$ cat config.mk
export PLATFORM = sky130hd
export DESIGN_NAME = hazard_scoreboard
export DESIGN_NICKNAME = d
export VERILOG_FILES = /design/src/rtl/hazard_pkg.sv /design/src/rtl/hazard_scoreboard_fwd_select.sv /design/src/rtl/hazard_scoreboard.sv
export SDC_FILE = /design/constraint.sdc
export NUM_CORES = 1
export LEC_CHECK = 0
export CORE_MARGIN = 5
export CORE_UTILIZATION = 44
export DETAILED_ROUTE_END_ITERATION = 10
export PLACE_DENSITY = 0.8
export SYNTH_ARGS = -nofsm -noshare
export SYNTH_HDL_FRONTEND = slang
export SYNTH_SLANG_ARGS = --single-unit
$ cat constraint.sdc
create_clock -name clk -period 3.2 [get_ports clk]
set_input_delay 0.64 -clock clk [delete_from_list [all_inputs] [get_ports clk]]
set_output_delay 0.64 -clock clk [all_outputs]
set_load 0.01 [all_outputs]
$ cat src/rtl/hazard_pkg.sv
// Shared types and constants for the decode-stage hazard scoreboard.
package hazard_pkg;

    localparam int XLEN     = 32;
    localparam int REG_ZERO = 0;

    typedef enum logic [1:0] {
        FWD_RF  = 2'd0,
        FWD_EX  = 2'd1,
        FWD_MEM = 2'd2,
        FWD_WB  = 2'd3
    } fwd_sel_t;

    typedef enum logic [1:0] {
        IDLE    = 2'd0,
        MUL_RUN = 2'd1,
        DIV_RUN = 2'd2
    } lo_state_t;

endpackage

$ cat src/rtl/hazard_scoreboard_fwd_select.sv
// Per-source bypass priority mux: EX > MEM > WB > RF, x0 never forwards.
// A load in EX cannot forward, so its hit falls through to older stages.
module fwd_select
    import hazard_pkg::*;
#(
    parameter int ADDR_SIZE = 5
) (
    input  logic [ADDR_SIZE-1:0] src_i,
    input  logic [ADDR_SIZE-1:0] ex_rd_i,
    input  logic                 ex_we_i,
    input  logic                 ex_ld_i,
    input  logic [ADDR_SIZE-1:0] mem_rd_i,
    input  logic                 mem_we_i,
    input  logic [ADDR_SIZE-1:0] wb_rd_i,
    input  logic                 wb_we_i,
    output fwd_sel_t             sel_o,
    output logic                 ex_hit_o
);

    logic nz, mem_hit, wb_hit;

    // Hit detection and priority select
    always_comb begin
        nz       = (src_i != ADDR_SIZE'(REG_ZERO));
        ex_hit_o = nz && ex_we_i && (ex_rd_i == src_i);
        mem_hit  = nz && mem_we_i && (mem_rd_i == src_i);
        wb_hit   = nz && wb_we_i && (wb_rd_i == src_i);
        sel_o    = FWD_RF;
        if (ex_hit_o && !ex_ld_i) sel_o = FWD_EX;
        else if (mem_hit)         sel_o = FWD_MEM;
        else if (wb_hit)          sel_o = FWD_WB;
    end

endmodule

$ cat src/rtl/hazard_scoreboard.sv
// Decode-stage hazard/forwarding controller with a one-entry long-latency
// (MUL fixed latency, DIV done-handshake) tracker.
// Optional build macro HAZ_PERF_CNT_EN adds stall_lu_cnt/stall_lo_cnt counters.
// MUL_LAT must be >= 1 and 2**CNT_W must exceed MUL_LAT.
module hazard_scoreboard
    import hazard_pkg::*;
#(
    parameter int ADDR_SIZE = 5,
    parameter int MUL_LAT   = 4,
    parameter int CNT_W     = 3
) (
    input  logic                 clk,
    input  logic                 rst,
    input  logic                 D_valid,
    input  logic [ADDR_SIZE-1:0] D_ra,
    input  logic [ADDR_SIZE-1:0] D_rb,
    input  logic [ADDR_SIZE-1:0] D_rd,
    input  logic                 D_we,
    input  logic                 D_mul,
    input  logic                 D_div,
    input  logic [ADDR_SIZE-1:0] EX_rd,
    input  logic                 EX_we,
    input  logic                 EX_ld,
    input  logic [ADDR_SIZE-1:0] MEM_rd,
    input  logic                 MEM_we,
    input  logic [ADDR_SIZE-1:0] WB_rd,
    input  logic                 WB_we,
    input  logic                 div_done,
    input  logic                 flush,
    output logic                 stall_D,
    output logic [1:0]           fwd_ra_sel,
    output logic [1:0]           fwd_rb_sel,
    output logic                 lo_busy,
    output logic                 lo_wb,
    output logic [ADDR_SIZE-1:0] lo_rd
`ifdef HAZ_PERF_CNT_EN
    ,
    output logic [31:0]          stall_lu_cnt,
    output logic [31:0]          stall_lo_cnt
`endif
);

    lo_state_t            state_q, state_d;
    logic [CNT_W-1:0]     cnt_q, cnt_d;
    logic [ADDR_SIZE-1:0] lo_rd_q, lo_rd_d;

    fwd_sel_t ra_sel, rb_sel;
    logic     ra_ex_hit, rb_ex_hit;
    logic     load_use, lo_conf, issue;

    fwd_select #(.ADDR_SIZE(ADDR_SIZE)) u_fwd_ra (
        .src_i(D_ra), .ex_rd_i(EX_rd), .ex_we_i(EX_we), .ex_ld_i(EX_ld),
        .mem_rd_i(MEM_rd), .mem_we_i(MEM_we), .wb_rd_i(WB_rd), .wb_we_i(WB_we),
        .sel_o(ra_sel), .ex_hit_o(ra_ex_hit)
    );

    fwd_select #(.ADDR_SIZE(ADDR_SIZE)) u_fwd_rb (
        .src_i(D_rb), .ex_rd_i(EX_rd), .ex_we_i(EX_we), .ex_ld_i(EX_ld),
        .mem_rd_i(MEM_rd), .mem_we_i(MEM_we), .wb_rd_i(WB_rd), .wb_we_i(WB_we),
        .sel_o(rb_sel), .ex_hit_o(rb_ex_hit)
    );

    assign fwd_ra_sel = ra_sel;
    assign fwd_rb_sel = rb_sel;
    assign lo_busy    = (state_q != IDLE);
    assign lo_rd      = lo_rd_q;

    // Stall decision: load-use against EX, or any conflict with the in-flight long op
    always_comb begin
        load_use = EX_ld && (ra_ex_hit || rb_ex_hit);
        lo_conf  = lo_busy && D_valid &&
                   (((lo_rd_q != ADDR_SIZE'(REG_ZERO)) &&
                     ((D_ra == lo_rd_q) || (D_rb == lo_rd_q) || (D_we && (D_rd == lo_rd_q))))
                    || D_mul || D_div);
        stall_D  = D_valid && !flush && (load_use || lo_conf);
        issue    = D_valid && !flush && !stall_D && (D_mul || D_div);
    end

    // Long-op tracker next state; lo_wb suppressed while reset is applied
    always_comb begin
        state_d = state_q;
        cnt_d   = cnt_q;
        lo_rd_d = lo_rd_q;
        lo_wb   = 1'b0;
        case (state_q)
            IDLE: begin
                if (issue) begin
                    lo_rd_d = D_rd;
                    if (D_div) begin
                        state_d = DIV_RUN;
                    end else begin
                        state_d = MUL_RUN;
                        cnt_d   = CNT_W'(MUL_LAT - 1);
                    end
                end
            end
            MUL_RUN: begin
                if (cnt_q == '0) begin
                    lo_wb   = !rst;
                    state_d = IDLE;
                end else begin
                    cnt_d = cnt_q - CNT_W'(1);
                end
            end
            DIV_RUN: begin
                if (div_done) begin
                    lo_wb   = !rst;
                    state_d = IDLE;
                end
            end
            default: state_d = IDLE;
        endcase
    end

    // Tracker state registers
    always_ff @(posedge clk) begin
        if (rst) begin
            state_q <= IDLE;
            cnt_q   <= '0;
            lo_rd_q <= '0;
        end else begin
            state_q <= state_d;
            cnt_q   <= cnt_d;
            lo_rd_q <= lo_rd_d;
        end
    end

`ifdef HAZ_PERF_CNT_EN
    logic [31:0] stall_lu_cnt_q, stall_lo_cnt_q;

    // Stall-cause counters; both may step in the same cycle, wrap naturally
    always_ff @(posedge clk) begin
        if (rst) begin
            stall_lu_cnt_q <= '0;
            stall_lo_cnt_q <= '0;
        end else begin
            if (stall_D && load_use) stall_lu_cnt_q <= stall_lu_cnt_q + 32'd1;
            if (stall_D && lo_conf)  stall_lo_cnt_q <= stall_lo_cnt_q + 32'd1;
        end
    end

    assign stall_lu_cnt = stall_lu_cnt_q;
    assign stall_lo_cnt = stall_lo_cnt_q;
`endif

endmodule
# Yosys cells after proc, flatten, opt, wreduce, memory -nomap -nowiden
# Cells that the tools add are included.
[word_totals] inputBits=42 out_inout_bits=12 ff_bits=10 word_cells=82
[op_classes] n_mux=18 n_reduce_logical=44 addsub=1 n_eq_ne=16
[ops] cell="5-bit == test" count=9
[ops] cell="1-bit logical AND" count=23
[ops] cell="2-bit two-way mux" count=10
[ops] cell="5-bit nonzero test" count=3
[ops] cell="2-bit != test (second input constant)" count=5
[ops] cell="3-bit two-way mux" count=3
[ops] cell="1-bit logical OR" count=7
[ops] cell="2-bit one-hot mux with 3 select lines" count=1
[ops] cell="3-bit one-hot mux with 2 select lines" count=1
[ops] cell="1-bit zero test" count=4
[ops] cell="4-bit AND reduction" count=1
[ops] cell="2-bit nonzero test" count=2
[ops] cell="3-bit zero test" count=1
[ops] cell="3-bit AND reduction" count=1
[ops] cell="3-bit by 1-bit subtractor with 3-bit output (second input constant)" count=1
[ops] cell="2-bit by 1-bit == test with 1-bit output (second input constant)" count=1
[ops] cell="2-bit == test (second input constant)" count=1
[ops] cell="2-bit zero test" count=1
[ops] cell="1-bit two-way mux" count=2
[ops] cell="1-bit one-hot mux with 2 select lines" count=1
[ops] cell="2-bit AND reduction" count=1

# Logic depth before layout (Yosys ltp)
[depth] depth_word=14 depth_mapped=8

# Modules after synthesis
# From an unflattened synthesis, not the netlist that was laid out.
[unflattened] cells_unflattened=150 hier_area_um2=1218.7
[by_module_without_submodules] module="hazard_scoreboard" cells_per_inst=92 n_inst=1 area_each_um2=788.3 seq_area_each_um2=200.2
[by_module_without_submodules] module="fwd_select" cells_per_inst=29 n_inst=2 area_each_um2=215.2 seq_area_each_um2=0.0

# Worst setup path after synthesis
# OpenSTA, ideal clock, no wires.
[synth_path] path_kind="input to output" startpoint="input D_rb[2]" endpoint="output stall_D" stages=8 n_path_buf=2 path_slack_ns=0.408 arrival_time_ns=2.152 t_required_ns=2.560 cell_sequence="clkbuf_1 xnor2_1 nand4_1 or4_1 a21boi_2 buf_4 o21ai_0 a21oi_1"
[synth_between] elab_chain_cells=9 elab_cells_between_ends=15 classes_between="eq/ne (2); reduce/logical (13)"
[synth_rtl] element="start: declaration" line_no="hazard_scoreboard.sv:16" rtl="input logic [ADDR_SIZE-1:0] D_rb,"
[synth_rtl] element="5-bit == test" line_no="hazard_scoreboard.sv:73" rtl="((D_ra == lo_rd_q) || (D_rb == lo_rd_q) || (D_we && (D_rd == lo_rd_q))))"
[synth_rtl] element="1-bit logical OR (2 in series)" line_no="hazard_scoreboard.sv:73"
[synth_rtl] element="1-bit logical AND" line_no="hazard_scoreboard.sv:72" rtl="(((lo_rd_q != ADDR_SIZE'(REG_ZERO)) &&"
[synth_rtl] element="1-bit logical OR (2 in series)" line_no="hazard_scoreboard.sv:74" rtl="|| D_mul || D_div);"
[synth_rtl] element="1-bit logical AND" line_no="hazard_scoreboard.sv:71" rtl="lo_conf = lo_busy && D_valid &&"
[synth_rtl] element="1-bit logical OR *" line_no="hazard_scoreboard.sv:75" rtl="stall_D = D_valid && !flush && (load_use || lo_conf);"
[synth_rtl] element="1-bit logical AND *" line_no="hazard_scoreboard.sv:75"
[synth_rtl] element="end: declaration" line_no="hazard_scoreboard.sv:30" rtl="output logic stall_D,"
# Every way passes the cells marked *; elsewhere a longest branch is shown, timed or not.

# Final worst setup path
[layout_path] startpoint="input EX_rd[1]" endpoint="output fwd_rb_sel[1]"
[layout_between] elab_chain_cells=4
[layout_rtl] element="start: declaration" line_no="hazard_scoreboard.sv:21" rtl="input logic [ADDR_SIZE-1:0] EX_rd,"
[layout_rtl] element="5-bit == test" line_no="hazard_scoreboard_fwd_select.sv:25" rtl="ex_hit_o = nz && ex_we_i && (ex_rd_i == src_i);"
[layout_rtl] element="1-bit logical AND" line_no="hazard_scoreboard_fwd_select.sv:25"
[layout_rtl] element="1-bit logical AND" line_no="hazard_scoreboard_fwd_select.sv:29" rtl="if (ex_hit_o && !ex_ld_i) sel_o = FWD_EX;"
[layout_rtl] element="2-bit two-way mux" line_no="hazard_scoreboard_fwd_select.sv:29"
[layout_rtl] element="end: declaration" line_no="hazard_scoreboard.sv:32" rtl="output logic [1:0] fwd_rb_sel,"
# Every way passes these cells.

==> out/results.ini <==
[timing]
finalHoldViolCount = 0
fin_crit_sh = 0.981
period_minus_slack_ns = 3.14
fin_skew_ns = 0.00546
setup_slack_ns = 0.0606
final-max-slew-violation-count = 0
grt_setup_unrepaired = no
max_freq_mhz = 319
worst_pin_slew_ns = 0.644
setup_violations = 0
relSlewSlack = 0.566

[synth]
yosys_most_used_dff = dfxtp_1
synth-seq-cells = 10
syn_nets = 220
synthCells = 173
seq_area_frac_synth = 0.147
avgSynthCellArea_sq_um = 7.88
postSynth.asyncResetShare = 0
synth_cell_type_count = 39
ys_warn_count = 0
synth_edf_count = 0
synth.cell_area_sq_um = 1360

[floorplanning]
die_height_um = 65.7
pin_count = 54
core_area_sq_um = 3000
start_util = 0.454
die-area_sq_um = 4310
die_width_um = 65.7
rows = 20

[run_status]
outcome = finished clean

[route]
firstDrtPassIters = 4
drc = 0
vias = 1481
vias_per_cell = 5.37
drtAntennaViolNets = 0
drt_wl_total_mm = 4.06
wl_per_cell_um = 14.7
drtIter0Drc = 79

[power_and_ir_drop]
p_leak_nw = 0.927
powerDensity_nw_per_um2 = 225
irDropWorstVdd_mv = 0.145

[clocking]
cts_sinks = 10
clock_path_buffers = 2
numCtsBuffers = 3
tritoncts = yes
htreeDepth = 1
clk_pin_slew_ns = 0.08
insertion_delay_ns = 0.28
root_buffer = clkbuf_4

[grt]
grt_max_degree = 18
antenna_found_initial = 0
first_global_vias = 1501
grt_pass1_wl_mm = 6.51
grt_usage = 0.192
overflow = 0

[finish]
final_cells = 276
antenna_cells = 0
layout.nets = 291
area_growth_pct = 55.8
design_area_sq_um = 2120
drive_above_1_share = 0.189

[flow_run]
cap_violations = 0

[setup_path]
arrival_ns = 2.50
critPathCaptureType = primary output
worst_ep_required_time_ns = 2.56
crit_path_start_kind = primary input
worstSetupStartpoint = EX_rd[1]
crit_type = in2out
r2r_start = cnt_q[0]
path_max_fanout = 2

[hold_path]
hold_start = state_q[1]
hold_path.class = reg2reg

[place]
placed_cell_area_sq_um = 2040
portBuffers = 53
globalplace.congestion = 0.957
dp_cells = 269
pre_cts_slack_ns = -0.373
dpl.hpwl_mm = 3.31

## registers in the layout (all words and copies together) (netlist names)
register	count
lo_rd	5
cnt_q	3
state_q	2
## metal layers
| layer | share of wire | routed length (um) | track usage | vias to the layer above |
|---|---|---|---|---|
| li1 | - | - | - | 735 |
| met3 | 0.061 | 246 | 0.0479 | 6 |
| met5 | 0 | 0 | 0 | - |
| met4 | 0.011 | 46 | 0.0415 | 0 |
| met2 | 0.49 | 2000 | 0.325 | 52 |
| met1 | 0.43 | 1760 | 0.243 | 688 |
## Yosys cell counts (5+ instances only)
master	number	area (sq um)
inv_1	9	33.8
nand4_1	7	43.8
xor2_1	20	175
a21oi_1	5	25.0
clkbuf_1	5	18.8
dfxtp_1	10	200
nand2b_1	12	75.1
nor2_1	10	37.5
xnor2_1	25	219
mux2i_1	5	50.1
ha_1	5	62.6
buf_2	6	30.0
## cells by family (layout without fill, tap and decap cells)
| group | count (synthesis) | in the layout | synth area share |
|---|---|---|---|
| and+or+nand+nor | 60 | 60 | 0.272 |
| buffers and inverters | 23 | 93 | 0.0826 |
| DFF | 10 | 10 | 0.147 |
| xor gates and xnor gates | 45 | 45 | 0.289 |
| adders and majority gates | 5 | 5 | 0.0459 |
| AOI/OAI and AO/OA | 25 | 25 | 0.127 |
| muxes | 5 | 5 | 0.0367 |
## power by group
part / internal [W] / switching (W) / leakage, nW
Combinational: 0.000126 / 0.0000933 / 0.825
Clock: 0.0000692 / 0.0000527 / 0.0210
Sequential: 0.000130 / 0.00000802 / 0.0813
## final timing paths
kind / end / slack [ns] / cells past startpoint
worst max-delay path: fwd_rb_sel[1] / 0.06 / 9
worst min-delay path: state_q[1] / 0.56 / 2
worst max register to register: state_q[0] / 1.37 / 7
worst min register to register: state_q[1] / 0.56 / 2
## worst max-delay path, cell delays in order
cell and delay [ns]:
clkdlybuf4s50_1 0.48, xor2_1 0.21, or4_4 0.53, nor2_4 0.11, buf_4 0.11, buf_4 0.09, buf_4 0.09, nor2_1 0.03
clkdlybuf4s15_2 0.22
## final cells by class
class | instances | area (sq um)
multi-input cells | 140 | 1080
fillers | 252 | 878
repair buffers | 80 | 736
flip-flops and latches | 10 | 200
well taps | 33 | 41.3
clock buffers | 4 | 36.3
inverters | 9 | 33.8
## cells in the final DEF, fill, tap and decap left out, types with 2 or more instances in the layout
cell type | netlist | final
a21o_1 | 3 | 3
a21oi_1 | 5 | 5
buf_4 | 1 | 27
clkbuf_4 | 0 | 3
clkdlybuf4s50_1 | 0 | 35
dfxtp_1 | 10 | 10
dlygate4sd2_1 | 0 | 7
dlymetal6s2s_1 | 0 | 8
ha_1 | 5 | 5
inv_1 | 9 | 9
mux2i_1 | 5 | 5
nand2_1 | 4 | 4
nand2b_1 | 12 | 12
nand3_1 | 3 | 3
nand4_1 | 7 | 7
nor2_1 | 10 | 9
nor2_2 | 2 | 2
nor2b_1 | 3 | 3
nor3_1 | 3 | 3
nor4_1 | 3 | 3
o21ai_0 | 4 | 4
o22ai_1 | 2 | 2
o32ai_1 | 3 | 3
or4_1 | 4 | 3
or4_4 | 4 | 5
xnor2_1 | 25 | 23
xnor2_2 | 0 | 2
xor2_1 | 20 | 20
## metrics by stage
stage	hold slack (ns)	setup TNS (ns)	power (W)	util
after floorplan	0.505	0	0.000251	-
after global placement	0.532	-1.36	0.000355	0.678
after detailed placement	0.541	-1.41	0.000359	0.678
after CTS	0.552	-0.0954	0.000476	0.695
after global routing	0.584	0	0.000504	0.708
final	0.557	0	0.000479	0.708
## timing repair
action	in CTS	in global routing
gates resized for setup	17	13
hold buffers	0	0
buffers inserted	3	0
pin swaps	2	3
endpoints found under the setup margin	5	5
endpoints found under the hold margin	0	0
Note: power is estimated with default switching activity, not from simulation.
